File: src/rtl/control_out_gen.sv
// RV32I control-word decoder feeding a 2-entry skid buffer toward execute.
// Also keeps a saturating count of accepted illegal opcodes for debug.
module control_out_gen #(
  parameter int CNT_W = 8
) (
  input  logic             clk,
  input  logic             rst_n,
  input  logic             in_valid,
  output logic             in_ready,
  input  logic [31:0]      in_instr,
  input  logic             flush,
  output logic             out_valid,
  input  logic             out_ready,
  output logic [31:0]      control_out,
  output logic [CNT_W-1:0] illegal_cnt
);

  // state | meaning
  // EMPTY | no buffered word, control_out is stale
  // ONE   | head word valid on control_out
  // TWO   | head plus one queued word, input stalled
  typedef enum logic [1:0] {EMPTY, ONE, TWO} state_t;

  state_t      state, state_nxt;
  logic [31:0] slot1;
  logic [31:0] dec_word;
  logic        push, pop;
  logic        load_head, load_slot1, head_from_slot1;

  logic [3:0]  alu_op;
  logic        alu_src_imm, reg_write, mem_read, mem_write, mem_to_reg;
  logic        branch, jump, illegal, alt;
  logic [2:0]  funct3;
  logic        unused_instr;

  assign funct3       = in_instr[14:12];
  assign unused_instr = ^{in_instr[31], in_instr[29:25]};

  always_comb begin
    alu_op      = 4'd0;
    alu_src_imm = 1'b0;
    reg_write   = 1'b0;
    mem_read    = 1'b0;
    mem_write   = 1'b0;
    mem_to_reg  = 1'b0;
    branch      = 1'b0;
    jump        = 1'b0;
    illegal     = 1'b0;
    alt         = 1'b0;
    case (in_instr[6:0])
      7'b0110011: begin reg_write = 1'b1; alt = in_instr[30]; end
      // immediates reuse bit 30 as data except for the SRAI shift form
      7'b0010011: begin
        reg_write   = 1'b1;
        alu_src_imm = 1'b1;
        alt         = in_instr[30] & (funct3 == 3'b101);
      end
      7'b0000011: begin alu_src_imm = 1'b1; reg_write = 1'b1; mem_read = 1'b1; mem_to_reg = 1'b1; end
      7'b0100011: begin alu_src_imm = 1'b1; mem_write = 1'b1; end
      7'b1100011: begin alu_op = 4'd1; branch = 1'b1; end
      7'b1101111: begin reg_write = 1'b1; jump = 1'b1; end
      7'b1100111: begin reg_write = 1'b1; jump = 1'b1; alu_src_imm = 1'b1; end
      7'b0110111: begin alu_op = 4'd10; alu_src_imm = 1'b1; reg_write = 1'b1; end
      7'b0010111: begin alu_src_imm = 1'b1; reg_write = 1'b1; end
      default:    illegal = 1'b1;
    endcase
    if (in_instr[6:0] == 7'b0110011 || in_instr[6:0] == 7'b0010011) begin
      case (funct3)
        3'b000:  alu_op = alt ? 4'd1 : 4'd0;
        3'b001:  alu_op = 4'd5;
        3'b010:  alu_op = 4'd8;
        3'b011:  alu_op = 4'd9;
        3'b100:  alu_op = 4'd4;
        3'b101:  alu_op = alt ? 4'd7 : 4'd6;
        3'b110:  alu_op = 4'd3;
        default: alu_op = 4'd2;
      endcase
    end
    if (illegal)
      dec_word = 32'h8000_0000;
    else
      dec_word = {1'b0, 2'b00, in_instr[24:20], in_instr[19:15], in_instr[11:7], funct3,
                  jump, branch, mem_to_reg, mem_write, mem_read, reg_write, alu_src_imm, alu_op};
  end

  assign in_ready  = (state != TWO);
  assign out_valid = (state != EMPTY);
  assign push      = in_valid & in_ready & ~flush;
  assign pop       = out_valid & out_ready;

  always_comb begin
    state_nxt       = state;
    load_head       = 1'b0;
    load_slot1      = 1'b0;
    head_from_slot1 = 1'b0;
    if (flush) begin
      state_nxt = EMPTY;
    end else begin
      case (state)
        EMPTY: if (push) begin state_nxt = ONE; load_head = 1'b1; end
        ONE: begin
          if (push && pop) load_head = 1'b1;
          else if (push) begin state_nxt = TWO; load_slot1 = 1'b1; end
          else if (pop) state_nxt = EMPTY;
        end
        TWO: if (pop) begin state_nxt = ONE; head_from_slot1 = 1'b1; end
        default: state_nxt = EMPTY;
      endcase
    end
  end

  always_ff @(posedge clk) begin
    if (!rst_n) begin
      state       <= EMPTY;
      control_out <= 32'd0;
      slot1       <= 32'd0;
      illegal_cnt <= '0;
    end else begin
      state <= state_nxt;
      if (load_head)       control_out <= dec_word;
      if (head_from_slot1) control_out <= slot1;
      if (load_slot1)      slot1       <= dec_word;
      if (push && illegal && illegal_cnt != {CNT_W{1'b1}})
        illegal_cnt <= illegal_cnt + 1'b1;
    end
  end

endmodule

File: config.mk
export PLATFORM = sky130hd
export DESIGN_NAME = control_out_gen
export DESIGN_NICKNAME = d
export VERILOG_FILES = /design/src/rtl/control_out_gen.sv
export SDC_FILE = /design/constraint.sdc
export NUM_CORES = 1
export LEC_CHECK = 0
export CAP_MARGIN = 30
export CORE_UTILIZATION = 35
export CTS_BUF_LIST = sky130_fd_sc_hd__clkbuf_16
export CTS_CLUSTER_DIAMETER = 100
export DETAILED_ROUTE_END_ITERATION = 6
export GPL_TIMING_DRIVEN = 0
export PLACE_DENSITY_LB_ADDON = 0.12
export SLEW_MARGIN = 0
export SYNTH_ARGS = -nofsm -noshare
export SYNTH_HDL_FRONTEND = slang
export SYNTH_SLANG_ARGS = --single-unit
File: constraint.sdc
create_clock -name clk -period 2.4 [get_ports clk]
set_clock_uncertainty 0.2 [all_clocks]
set_input_delay 0.48 -clock clk [delete_from_list [all_inputs] [get_ports clk]]
set_output_delay 0.48 -clock clk [all_outputs]
set_load 0.02 [all_outputs]
==> results.ini, run 1 <==
[status]
status = finished with violations
violations = design-rule violations

[cells_and_area]
fin_util_pct = 51.4
area_growth_pct = 42.6
nets = 472
post-route-cell-area_um2 = 4200
instances_no_fill = 544
n_fill_cell = 815
drive_above_1_share_pct = 10.3
antenna_cells = 0

[timing]
rsz0062_at_grt = yes
hold_violations = 0
drv_slew = 0
fmax_ghz = 0.432
period_needed_ps = 2310
period_share_pct = 96.4
slew_headroom_pct = 63.1
setup-violations-final = 0
tightest_slew_ps = 554

[floorplan]
die_area_um2 = 8790
initial_core_util_pct = 36.0
die_h_um = 93.7
die_w_um = 93.7
core.rowCount = 33
core_area_um2 = 8180
io_pins = 79

[placed_design]
dpl_cell_area_um2 = 3770
dp.cells = 523
finalWeightedCongestion = 0.753
detailed_place_hpwl_um = 5800
io_buffers = 69

[drt]
ant_nets = 0
vias = 2947
vias_per_cell = 5.42
route.detailed.drc = 2
drt_wl_total_um = 8400
dr.pass1.iters = 7
wire_per_inst_um = 15.4
drt_iter0_markers = 216

[min_path]
min_path_type = register to register

[global_route]
grt_usage_pct = 20.0
antenna_found_initial = 0
grt_pass1_wl_um = 13400
grt_pass1_vias = 2660
grt_max_degree = 13
gr-total-overflow = 0

[critical_path]
end_kind = register
worstSetupPathType = input port to register
crit_required_ps = 2400
arrival_ps = 2310
cp-start-kind = input port
critPathMaxFanout = 10

[synth]
yosys.area.top_type_share_pct = 46.2
netlist_instances = 348
synthFlopType = dfxtp_1
synth_edf_count = 0
synth_area_leaders = dfxtp_1 46%, nand2_1 6.8%, a222oi_1 6.1%
avgSynthCellArea_um2 = 8.46
yosysWarnings = 0
synth.distinct_cells = 45
syn-cell-area_um2 = 2950
synth_seq_cells = 68
async_flop_share_pct = 0
ys_seq_area_share_pct = 46.2
yosysTopAreaCell = dfxtp_1

[clock_network]
holdBufCountCts = 0
cts_buffers = 9
clk_pin_slew_ps = 60
clockBufferDepth = 2
cts_sinks = 68
cts-root-buf = clkbuf_16
clk_latency_ps = 320
h-tree-depth = 3
cts_tree = built

[flow_run]
drv_cap = 0

[pwr]
pwr-share-seq_pct = 41.4
swShare_pct = 22.5
p_int_uw = 2150
p_switching_uw = 624
powerDensity_nw_per_um2 = 661
combPwrFrac_pct = 8.5
clkPwrFrac_pct = 50.1
p_leak_uw = 0.00152
irDropWorstVdd_uv = 422
p_total_uw = 2780

-- layout make-up --
cell class                 instances  area (µm²)  share of cell area (%)
timing repair buffer              74         738                    17.6
buffer                            26         131                    3.13
inverter                           5        18.8                   0.447
clock buffer                       9         225                    5.36
clock inverter                     7        90.1                    2.14
multi-input combinational        250        1500                    35.8
tap                              105         131                    3.13
sequential                        68        1360                    32.4
-- metrics by stage --
| step | setup WS (ps) | setup TNS (ps) | hold slack, ps |
|---|---|---|---|
| detailed placement | -517 | -24850 | 245 |
| CTS | 0.991 | 0 | 254 |
| finish | 86.7 | 0 | 251 |
| global route | -10.8 | -24.9 | 273 |
| floorplan | 386 | 0 | 232 |
| global placement | -542 | -25190 | 240 |
-- layout by cell type (no fill, tap or decap), types with 3 or more instances in the layout --
| master | n |
|---|---|
| dfxtp_1 | 68 |
| clkdlybuf4s50_1 | 65 |
| nand2_1 | 53 |
| nor2_1 | 43 |
| a21oi_1 | 33 |
| a222oi_1 | 18 |
| nand3_1 | 14 |
| clkbuf_1 | 11 |
| buf_4 | 11 |
| a2bb2oi_1 | 9 |
| clkbuf_16 | 9 |
| nand2b_1 | 7 |
| a22oi_1 | 7 |
| o21ai_0 | 7 |
| inv_1 | 5 |
| clkbuf_2 | 5 |
| nand4_1 | 5 |
| buf_2 | 4 |
| nor3_1 | 4 |
| nand3b_1 | 4 |
| mux2i_1 | 4 |
| dlymetal6s2s_1 | 4 |
| and3b_1 | 3 |
| or3_1 | 3 |
-- power by group through the flow --
| stage | logic (µW) | clock network [µW] | registers [µW] |
|---|---|---|---|
| detailed placement | 224 | 0 | 1170 |
| floorplan | 96.0 | 0 | 1180 |
| finish | 235 | 1390 | 1150 |
| CTS | 229 | 1420 | 1150 |
| global route | 255 | 1470 | 1150 |
| global placement | 223 | 0 | 1170 |
-- path summary, 6_finish.rpt --
kind,from,to,slack (ps),cells after the start
min reg2reg,slot1[20],slot1[20],250,2
max,in_instr[3],control_out[27],90,8
min,slot1[20],slot1[20],250,2
max reg2reg,state[0],control_out[2],320,6
-- state kept, by name, summed over array words and instances (netlist names) --
name / cells
control_out: 29
slot1: 29
illegal_cnt: 8
state: 2
-- what timing repair did --
item                                    4_1_cts  5_1_grt
setup buffers                                 0        5
gates cloned                                  0        0
endpoints found under the setup margin       45       57
gates resized for setup                       6       20
pin swaps                                     0        3
-- critical path, stage by stage --
cell	delay, ps
clkdlybuf4s50_1	490
nand3b_1	260
o22ai_4	150
o21a_1	210
buf_4	170
buf_4	180
a222oi_1	300
nor2_1	70
-- metal layers --
metal | vias up | track usage, % | share of wire [%]
li1 | 1434 | - | -
met5 | - | 0 | 0
met4 | 0 | 5.38 | 0.71
met1 | 1414 | 25.8 | 46
met3 | 5 | 5.26 | 5.2
met2 | 94 | 32.9 | 48
-- cells by family (layout without fill, tap and decap cells) --
logic type                 count (synthesis)  in the layout  synth area share [%]
xor gates and xnor gates                   1              1                 0.297
buffers and inverters                     31            121                  4.76
DFF                                       68             68                  46.2
AOI/OAI and AO/OA                         88             88                  21.6
other                                      1              2                 0.127
and+or+nand+nor                          154            154                  25.2
muxes                                      4              4                  1.36
adders and majority gates                  1              1                 0.425
-- synth_stat cells (all sizes together), types with 6 or more instances --
cell type,instances
clkbuf,17
a2bb2oi,9
a22oi,7
a21oi,33
a222oi,18
nand2,53
nand3,14
nor3,6
o21ai,7
nand2b,8
nor2,44
dfxtp,68
buf,9
Power figures use the tool's default switching activity.
==> inputs of run 2 (changes only) <==
Settings changed: GPL_TIMING_DRIVEN 0 to unset.
==> results.ini, run 2 (same netlist as run 1, synthesis figures left out) <==
[drt]
ant_nets = 0  ; unchanged
vias = 2941  ; -0.20%
drt_wl_total_um = 7990  ; -4.9%
vias_per_cell = 5.29  ; -2.4%
wire_per_inst_um = 14.4  ; -7.0%
dr.pass1.iters = 6  ; -1
route.detailed.drc = 0  ; -2
drt_iter0_markers = 230  ; +6.5%

[critical_path]
r2r_start = illegal_cnt[0]
reg2reg_to = illegal_cnt[7]
cp-start-kind = input port
arrival_ps = 2350  ; +40 ps
end_kind = register
critPathLaunch = in_instr[2]
crit_required_ps = 2450  ; +50 ps
worstSetupPathType = input port to register
critPathMaxFanout = 6  ; -4
rr_worst_depth = 6  ; unchanged
regToRegSetupSlack_ps = 470  ; +150 ps

[placed_design]
io_buffers = 70  ; +1.4%
finalWeightedCongestion = 0.846  ; +12%
detailed_place_hpwl_um = 5450  ; -6.1%

[floorplan]
initial_core_util_pct = 36.0  ; unchanged
core_area_um2 = 8180  ; unchanged
die_h_um = 93.7  ; unchanged
die_area_um2 = 8790  ; unchanged
io_pins = 79  ; unchanged
die_w_um = 93.7  ; unchanged
core.rowCount = 33  ; unchanged

[global_route]
grt_max_degree = 36  ; +23
grt_util_met1_pct = 22.7  ; -3.1 points
grt_use_met2_pct = 33.3  ; +0.43 points
grt_pass1_wl_um = 13200  ; -1.6%
antenna_found_initial = 0  ; unchanged
grt_util_met3_pct = 5.02  ; -0.24 points
grt_usage_pct = 19.3  ; -0.67 points
grt_pass1_vias = 2787  ; +4.8%
gr-total-overflow = 0  ; unchanged
top_usage_layer = met2

[cells_and_area]
area_growth_pct = 47.3
layout_common_cells = 69 x clkdlybuf4s50_1, 68 x dfxtp_1, 53 x nand2_1, 42 x nor2_1, 36 x buf_4
reg.largest.list = control_out: 29 flops, slot1: 29 flops, illegal_cnt: 8 flops
nets = 484  ; +2.5%
final_common_cell = clkdlybuf4s50_1
multi_input_area_um2 = 1470  ; -2.6%
seqCellArea_um2 = 1360  ; unchanged
drive_above_1_share_pct = 14.6  ; +4.4 points
n_fill_cell = 797  ; -2.2%
antenna_cells = 0  ; unchanged

[timing]
rsz0062_at_grt = no
setup-violations-final = 0  ; unchanged
period_needed_ps = 2300  ; -11.5 ps
fin_tns_setup_ps = 0  ; unchanged
fmax_ghz = 0.434  ; +0.50%
slew_headroom_pct = 61.5  ; -1.6 points
hold_violations = 0  ; unchanged
period_share_pct = 95.9  ; -0.48 points
drv_slew = 0  ; unchanged
tightest_slew_ps = 576  ; +22.7 ps

[min_path]
min_delay_path_depth = 2  ; unchanged
min-delay-start = control_out[2]
min_path_type = register to register
holdPathEnd = control_out[2]

[pwr]
irDropWorstVdd_uv = 342  ; -19%
powerDensity_nw_per_um2 = 595  ; -9.9%
p_leak_uw = 0.00157  ; +3.6%
p_total_uw = 2580  ; -7.0%

[clock_network]
post_cts_buffers = 0  ; unchanged
clk_pin_slew_ps = 50  ; about the same
cts-root-buf = clkbuf_16
cts_sinks = 68  ; unchanged
clockBufferDepth = 2  ; unchanged
cts_buffers = 9  ; unchanged
holdBufCountCts = 0  ; unchanged
clk_latency_ps = 330  ; about the same
post_cts_resized = 0  ; -6
h-tree-depth = 3  ; unchanged
cts_tree = built

[flow_run]
drv_cap = 0  ; unchanged

[status]
status = finished, final reports clean

==> run 2: cell count changes in the layout (fill, tap and decap cells not counted), sizes merged <==
cell,change
dlymetal6s2s,-3
clkdlybuf4s50,+4
clkbuf,-16
clkinvlp,+1
bufinv,-2
inv,-1
clkinv,+2
buf,+27
==> run 2: power by group <==
group	total [µW]	internal, µW	switching, µW
combinational	262	135	127
sequential	1150	1140	9.40
clock	1170	692	479
==> run 2: final cells by class <==
class / count / share of cell area (%)
clock buffers: 9 / 5.19
clock inverters: 7 / 0.981
inverters: 5 / 0.433
multi-input cells: 250 / 33.8
flip-flops and latches: 68 / 31.4
well taps: 105 / 3.03
repair buffers: 112 / 25.2
==> run 2: critical path: stages <==
cell and delay, ps:
clkdlybuf4s50_1 530, nand4b_1 190, o22ai_2 140, or2_1 330, or4b_1 530, a21oi_1 160
==> run 2: how the worst max path moves through the flow <==
stage | end | slack [ps] | depth (start not counted)
after floorplan | control_out[26] | 390 | 7
after global placement | slot1[21] | -330 | 7
after detailed placement | slot1[28] | -320 | 7
after CTS | slot1[27] | 20 | 7
after global routing | slot1[24] | 4 | 8
final | illegal_cnt[7] | 100 | 6
==> run 2: layer usage <==
| metal | vias up | share of wire [%] |
|---|---|---|
| met4 | 0 | 1.1 |
| met1 | 1392 | 44 |
| met2 | 83 | 49 |
| met5 | - | 0 |
| met3 | 6 | 5.3 |
| li1 | 1460 | - |
==> run 2: stage by stage <==
step	hold slack, ps	instances	utilization [%]	area [µm²]	setup slack (ps)
finish	248	556	53.1	4340	98.2
global placement	239	540	49.7	4070	-327
CTS	250	556	53.0	4330	20.9
detailed placement	242	540	49.7	4070	-322
global route	273	556	53.1	4340	4.37
floorplan	232	349	-	2950	386
==> inputs of run 3 (changes only) <==
Settings changed: TNS_END_PERCENT set to 1.
==> results of run 3 <==
No change in the layout: final DEF, timing and power equal those of run 2.
